===== config.mk =====
export PLATFORM = sky130hd
export DESIGN_NAME = reorder_buffer
export DESIGN_NICKNAME = d
export VERILOG_FILES = /design/src/rtl/reorder_buffer.sv
export SDC_FILE = /design/constraint.sdc
export NUM_CORES = 2
export LEC_CHECK = 0
export BUFFER_PORTS_ARGS = -buffer_cell sky130_fd_sc_hd__buf_2
export CORE_ASPECT_RATIO = 1.25
export CORE_MARGIN = 2
export CORE_UTILIZATION = 25
export DETAILED_ROUTE_END_ITERATION = 16
export GPL_TIMING_DRIVEN = 0
export MAX_ROUTING_LAYER = met4
export SKIP_LAST_GASP = 1
export SLEW_MARGIN = 20
export SYNTH_ARGS = -nofsm -noshare
export SYNTH_HDL_FRONTEND = slang
export SYNTH_SLANG_ARGS = --single-unit

===== constraint.sdc =====
create_clock -name clk -period 7.4 [get_ports clk]
set_input_delay 0.74 -clock clk [delete_from_list [all_inputs] [get_ports clk]]
set_output_delay 0.74 -clock clk [all_outputs]
set_load 0.01 [all_outputs]

===== src/rtl/reorder_buffer.sv =====
// 16-entry reorder buffer: in-order retirement of up to two instructions per cycle.
// Optional ROB_FLUSH_EN adds a flush input that discards all in-flight entries.
module reorder_buffer #(
  parameter int DEPTH = 16,
  parameter int PREG  = 64,
  parameter int PCW   = 32,
  localparam int RW   = $clog2(DEPTH),
  localparam int PW   = $clog2(PREG),
  localparam int CW   = RW + 1
) (
  input  logic             clk,
  input  logic             reset,
`ifdef ROB_FLUSH_EN
  input  logic             flush,
`endif
  input  logic             dispValid1,
  input  logic             dispValid2,
  input  logic [RW-1:0]    dispRobNum1,
  input  logic [RW-1:0]    dispRobNum2,
  input  logic [PW-1:0]    dispDestReg1,
  input  logic [PW-1:0]    dispDestReg2,
  input  logic [PW-1:0]    dispDestRegOld1,
  input  logic [PW-1:0]    dispDestRegOld2,
  input  logic [PCW-1:0]   dispPc1,
  input  logic [PCW-1:0]   dispPc2,
  input  logic             cmplValid1,
  input  logic             cmplValid2,
  input  logic [RW-1:0]    cmplRobNum1,
  input  logic [RW-1:0]    cmplRobNum2,
  output logic [DEPTH-1:0] robFree,
  output logic             retValid1,
  output logic             retValid2,
  output logic [PW-1:0]    retDestRegOld1,
  output logic [PW-1:0]    retDestRegOld2,
  output logic [PCW-1:0]   retPc1,
  output logic [PCW-1:0]   retPc2,
  output logic [PREG-1:0]  retireRegReady,
  output logic             robErr
);

  logic [DEPTH-1:0] valid_q, valid_d, done_q, done_d;
  logic [PW-1:0]    dest_q [DEPTH];
  logic [PW-1:0]    old_q  [DEPTH];
  logic [PCW-1:0]   pc_q   [DEPTH];
  logic [RW-1:0]    fifo_q [DEPTH];
  logic [RW-1:0]    head_q, head_d, tail_q, tail_d;
  logic [CW-1:0]    count_q, count_d;
  logic             err_q, err_d;

  logic             ret_v1_q, ret_v2_q;
  logic [PW-1:0]    ret_old1_q, ret_old2_q;
  logic [PCW-1:0]   ret_pc1_q, ret_pc2_q;
  logic [PREG-1:0]  ready_q, ready_d;

  logic             flush_w;
  logic [RW-1:0]    head_idx, nxt_idx, push2_ptr;
  logic             ret1, ret2;
  logic             acc1_raw, acc2_raw, acc1, acc2, same_slot;
  logic             cmpl_ok1, cmpl_ok2;
  logic [1:0]       n_ret, n_push;

`ifdef ROB_FLUSH_EN
  assign flush_w = flush;
`else
  assign flush_w = 1'b0;
`endif

  always_comb begin
    head_idx  = fifo_q[head_q];
    nxt_idx   = fifo_q[head_q + RW'(1)];
    ret1      = !flush_w && (count_q != '0) && valid_q[head_idx] && done_q[head_idx];
    ret2      = ret1 && (count_q > CW'(1)) && valid_q[nxt_idx] && done_q[nxt_idx];

    // Occupancy is judged on registered state, so an entry retiring this edge is still busy.
    same_slot = dispValid1 && (dispRobNum1 == dispRobNum2);
    acc1_raw  = dispValid1 && !valid_q[dispRobNum1];
    acc2_raw  = dispValid2 && !valid_q[dispRobNum2] && !same_slot;
    cmpl_ok1  = cmplValid1 && valid_q[cmplRobNum1];
    cmpl_ok2  = cmplValid2 && valid_q[cmplRobNum2];
    err_d     = err_q | (dispValid1 & ~acc1_raw) | (dispValid2 & ~acc2_raw)
              | (cmplValid1 & ~cmpl_ok1) | (cmplValid2 & ~cmpl_ok2);
    acc1      = acc1_raw && !flush_w;
    acc2      = acc2_raw && !flush_w;

    n_ret     = {1'b0, ret1} + {1'b0, ret2};
    n_push    = {1'b0, acc1} + {1'b0, acc2};
    push2_ptr = acc1 ? tail_q + RW'(1) : tail_q;

    valid_d = valid_q;
    done_d  = done_q;
    if (cmpl_ok1) done_d[cmplRobNum1] = 1'b1;
    if (cmpl_ok2) done_d[cmplRobNum2] = 1'b1;
    if (ret1) begin
      valid_d[head_idx] = 1'b0;
      done_d[head_idx]  = 1'b0;
    end
    if (ret2) begin
      valid_d[nxt_idx] = 1'b0;
      done_d[nxt_idx]  = 1'b0;
    end
    if (acc1) begin
      valid_d[dispRobNum1] = 1'b1;
      done_d[dispRobNum1]  = 1'b0;
    end
    if (acc2) begin
      valid_d[dispRobNum2] = 1'b1;
      done_d[dispRobNum2]  = 1'b0;
    end

    head_d  = head_q + RW'(n_ret);
    tail_d  = tail_q + RW'(n_push);
    count_d = count_q + CW'(n_push) - CW'(n_ret);

    ready_d = '0;
    if (ret1) ready_d[dest_q[head_idx]] = 1'b1;
    if (ret2) ready_d[dest_q[nxt_idx]]  = 1'b1;

    if (flush_w) begin
      valid_d = '0;
      done_d  = '0;
      head_d  = '0;
      tail_d  = '0;
      count_d = '0;
    end
  end

  always_ff @(posedge clk) begin
    if (reset) begin
      valid_q    <= '0;
      done_q     <= '0;
      head_q     <= '0;
      tail_q     <= '0;
      count_q    <= '0;
      err_q      <= 1'b0;
      ret_v1_q   <= 1'b0;
      ret_v2_q   <= 1'b0;
      ret_old1_q <= '0;
      ret_old2_q <= '0;
      ret_pc1_q  <= '0;
      ret_pc2_q  <= '0;
      ready_q    <= '0;
    end else begin
      valid_q  <= valid_d;
      done_q   <= done_d;
      head_q   <= head_d;
      tail_q   <= tail_d;
      count_q  <= count_d;
      err_q    <= err_d;
      ret_v1_q <= ret1;
      ret_v2_q <= ret2;
      ready_q  <= ready_d;
      if (ret1) begin
        ret_old1_q <= old_q[head_idx];
        ret_pc1_q  <= pc_q[head_idx];
      end
      if (ret2) begin
        ret_old2_q <= old_q[nxt_idx];
        ret_pc2_q  <= pc_q[nxt_idx];
      end
    end
  end

  // Payload storage is only read behind valid bits, so it needs no reset.
  always_ff @(posedge clk) begin
    if (acc1) begin
      dest_q[dispRobNum1] <= dispDestReg1;
      old_q[dispRobNum1]  <= dispDestRegOld1;
      pc_q[dispRobNum1]   <= dispPc1;
      fifo_q[tail_q]      <= dispRobNum1;
    end
    if (acc2) begin
      dest_q[dispRobNum2] <= dispDestReg2;
      old_q[dispRobNum2]  <= dispDestRegOld2;
      pc_q[dispRobNum2]   <= dispPc2;
      fifo_q[push2_ptr]   <= dispRobNum2;
    end
  end

  assign robFree        = ~valid_q;
  assign retValid1      = ret_v1_q;
  assign retValid2      = ret_v2_q;
  assign retDestRegOld1 = ret_old1_q;
  assign retDestRegOld2 = ret_old2_q;
  assign retPc1         = ret_pc1_q;
  assign retPc2         = ret_pc2_q;
  assign retireRegReady = ready_q;
  assign robErr         = err_q;

endmodule


==> summary.md <==
| Metric | Value |
|---|---|
| Status | `finished, final reports clean` |
| Synth top area share | `about two fifths` |
| Leakage | `between 20 and 25 nW` |
| Required @ worst endpoint | `between 8000 and 9000 ps` |
| Final net count | `5709` |
| Row Count | `193` |
| Die ar. | `between 0.2 and 0.25 mm²` |
| GRT Overall Usage | `between 20% and 30%` |
| Synth Area in Compound Gates | `9.75%` |
| Largest family of logic cells by synthesized area | `multiplexers` |
| Vias per cell | `5.72` |
| Core Region | `0.221 mm²` |
| CTS max path bufs | `3` |
| Ys flop type | `edfxtp_1` |
| Seq cells post-synth | `roughly 960` |
| Area Overhead vs Synth | `17.2%` |
| Post-synthesis mux area share | `24.1%` |
| Vias | `roughly 49000` |
| Final period util | `between 90% and 100%` |
| Endpoints failing setup | `0` |
| Post-Synth Adder-Cell Area | `less than 1%` |
| Arr. time, crit path | `between 7000 and 8000 ps` |
| Clk sink count | `956` |
| Pint | `around 14 mW` |
| Min cycle time layout | `roughly 7000 ps` |
| Worst-path clk slew | `around 70 ps` |
| DP Wirelength | `196 mm` |
| Seq/Total Area, Yosys | `between 40% and 50%` |
| Syn. warnings | `0` |
| CTS tree | `yes` |
| CTS Buf Count | `110` |
| Final slew viol count | `0` |
| Worst-skew pair later-pin latency | `approximately 800 ps` |
| Power Total | `28.2 mW` |
| Sequential Power Share | `between 20% and 30%` |
| Setup WS post-layout | `around 540 ps` |
| Routability cong. | `0.993` |
| IO Count | `269` |
| Share of flip-flops with an asynchronous set or reset | `0%` |
| Area leader, netlist | `edfxtp_1` |
| First-pass DRT Iterations | `9` |
| Switch share | `about half` |
| Vias in the first global route | `between 40000 and 50000` |
| Final ANT Viol Nets | `0` |
| I/O Buffers | `roughly 260` |
| Top cells by count, synth | `nand2_1 (1063), mux2_2 (842), edfxtp_1 (768)` |
| Synth Area in XOR/XNOR | `less than 1%` |
| FMAX | `between 100 and 150 MHz` |
| Initial antenna violation count | `slightly above 70` |
| Share of layout cells above drive strength 1 | `a little over a quarter` |
| First-pass GRT wire length | `364 mm` |
| Clk root buf | `clkbuf_16` |
| Mapped Area | `0.0558 mm²` |
| CP Capture Type | `flip-flop` |
| Switching pwr | `~15 mW` |
| Top cells by area, synth | `edfxtp_1 (41%), mux2_2 (17%), nand2_1 (7.2%), dfxtp_1 (6.8%), mux2i_1 (5.1%)` |
| Crit start category | `flip-flop` |
| Skew final | `about 53 ps` |
| Initial Util | `about 25%` |
| Remaining DRCs | `0` |
| Max_cap viols | `0` |
| Die H | `roughly 530 µm` |
| Mapped Cells | `~5200` |
| Unique masters post-synth | `87` |
| Worst vdd ir | `between 300 and 400 µV` |
| Clock power frac | `roughly 20%` |
| Post-CTS setup buffer count | `0` |
| Gr ovfl total | `0` |
| 1st-iter DRT viols | `7528` |
| Cts-stage hold buffer count | `0` |
| Worst hold path type | `in -> reg` |
| Syn Area/Cell | `about 11 µm²` |
| Rel. slew slack | `under 10%` |
| H-tree depth | `3` |
| Pwr/cell area | `432 mW/mm²` |
| Die X | `approximately 430 µm` |
| Worst-margin pin slew | `roughly 1300 ps` |
| Combinational share of power | `slightly below 60%` |
| Post-synth EDFFs | `around 770` |
| Largest net degree at the start of global routing | `39` |
| Post-Route WL | `around 270 mm` |
| Hold_ws | `~280 ps` |
| Maximum fanout along the worst path | `13` |
| Post-CTS Resized | `0` |
| Final Hold Viols | `0` |
| RSZ-0062 raised after global routing | `no` |
| Post-Syn Nets | `5298` |
| Routed length per instance | `30.9 µm` |
| Placement Setup Slack | `469 ps` |
| Count leader, synth | `nand2_1` |
| Crit Path Category | `reg -> reg` |
| Simple-Gate Fraction of Synth Area | `13.1%` |
==> per-layer routing <==
metal	up-vias	part of all wire, %	global-route usage [%]
met5	-	0	-
met4	0	7.7	14.6
met3	940	12	6.38
met2	3853	44	34.7
met1	24500	36	27.4
li1	20200	-	-
==> logic make-up (layout without fill, tap and decap cells) <==
group	count (synthesis)	in the layout
compound gates	752	752
xor+xnor	14	14
fa+ha+maj	22	22
buf+inv	559	1068
flops	956	956
mux	1176	1176
other cells	0	41
simple gates	1687	1687
==> critical path, cell delays in order (launching register included) <==
cell and delay [ps]:
dfxtp_1 410, ha_1 310, buf_2 230, buf_2 320, mux4_2 340, mux2i_1 360
mux2_2 290, buf_2 440, nand2_1 290, o32a_1 430, a211oi_2 410, nand3b_2 210
buf_6 190, inv_2 480, ha_1 400, ha_1 300, inv_1 40, ha_1 210
fa_1 470, a21oi_1 140, nor2_1 60, or3_1 300, a21oi_1 140
==> flip-flops by register name, summed over array words and instances, names as in the netlist, 32 cells and up <==
register and count:
pc_q 512, dest_q 96, old_q 96, fifo_q 64, retireRegReady 64, retPc1 32
retPc2 32
==> cell usage in the layout (no fill, tap or decap), drive strengths merged, types with 8 or more instances in the layout <==
cell type  count
clkbuf       545
o311ai         9
a311oi       166
nand3        195
nand2       1063
a31oi         89
and3         122
o22ai         75
a22oi          9
nand4         11
mux2i        285
diode         41
nor3          31
mux2         842
buf          424
or3           16
and2          10
clkinv        39
inv           54
edfxtp       768
ha            18
o21ai         27
a21oi        145
a211o         43
nor4           8
nor2b         22
nand3b         8
nand2b        12
nor2         168
mux4          49
dfxtp        188
a211oi       105
a2bb2o         9
==> power groups by stage <==
| stage | sequential [mW] | combinational [mW] | clock [mW] |
|---|---|---|---|
| after global placement | 6.36 | 15.3 | 0 |
| after detailed placement | 6.35 | 15.4 | 0 |
| after global routing | 6.26 | 16.4 | 5.83 |
| after floorplan | 6.35 | 8.51 | 0 |
| after CTS | 6.24 | 15.5 | 5.62 |
| final | 6.25 | 16.4 | 5.63 |
==> area by class of cell <==
class	count	area [µm²]
Multi-Input combinational cell	3651	26700
Clock buffer	163	3170
Buffer	506	2150
Timing Repair Buffer	300	2040
Sequential cell	956	26800
Clock inverter	47	477
Tap cell	2925	3660
Antenna cell	41	103
Inverter	52	225
Fill cell	22800	156000
==> stage by stage <==
stage          cells  util (%)  area (µm²)  setup TNS, ps
6_report        8641      29.5       65400              0
2_1_floorplan   5166         -       55800              0
3_5_place_dp    8389      27.8       61600              0
4_1_cts         8599      29.5       65200              0
5_1_grt         8632      29.5       65300              0
3_3_place_gp    8353      27.4       60700       -1024830
==> path summary, 6_finish.rpt <==
check,from,endpoint,slack [ps],cells after the start
hold reg to reg,retPc2[25]$_SDFFE_PP0N_,retPc2[25]$_SDFFE_PP0N_,450,2
hold / removal,dispValid2,robErr$_SDFF_PP0_,280,3
setup / recovery,head_q[1]$_SDFF_PP0_,count_q[4]$_SDFF_PP0_,540,22
setup reg to reg,head_q[1]$_SDFF_PP0_,count_q[4]$_SDFF_PP0_,540,22
Power figures use the tool's default switching activity.
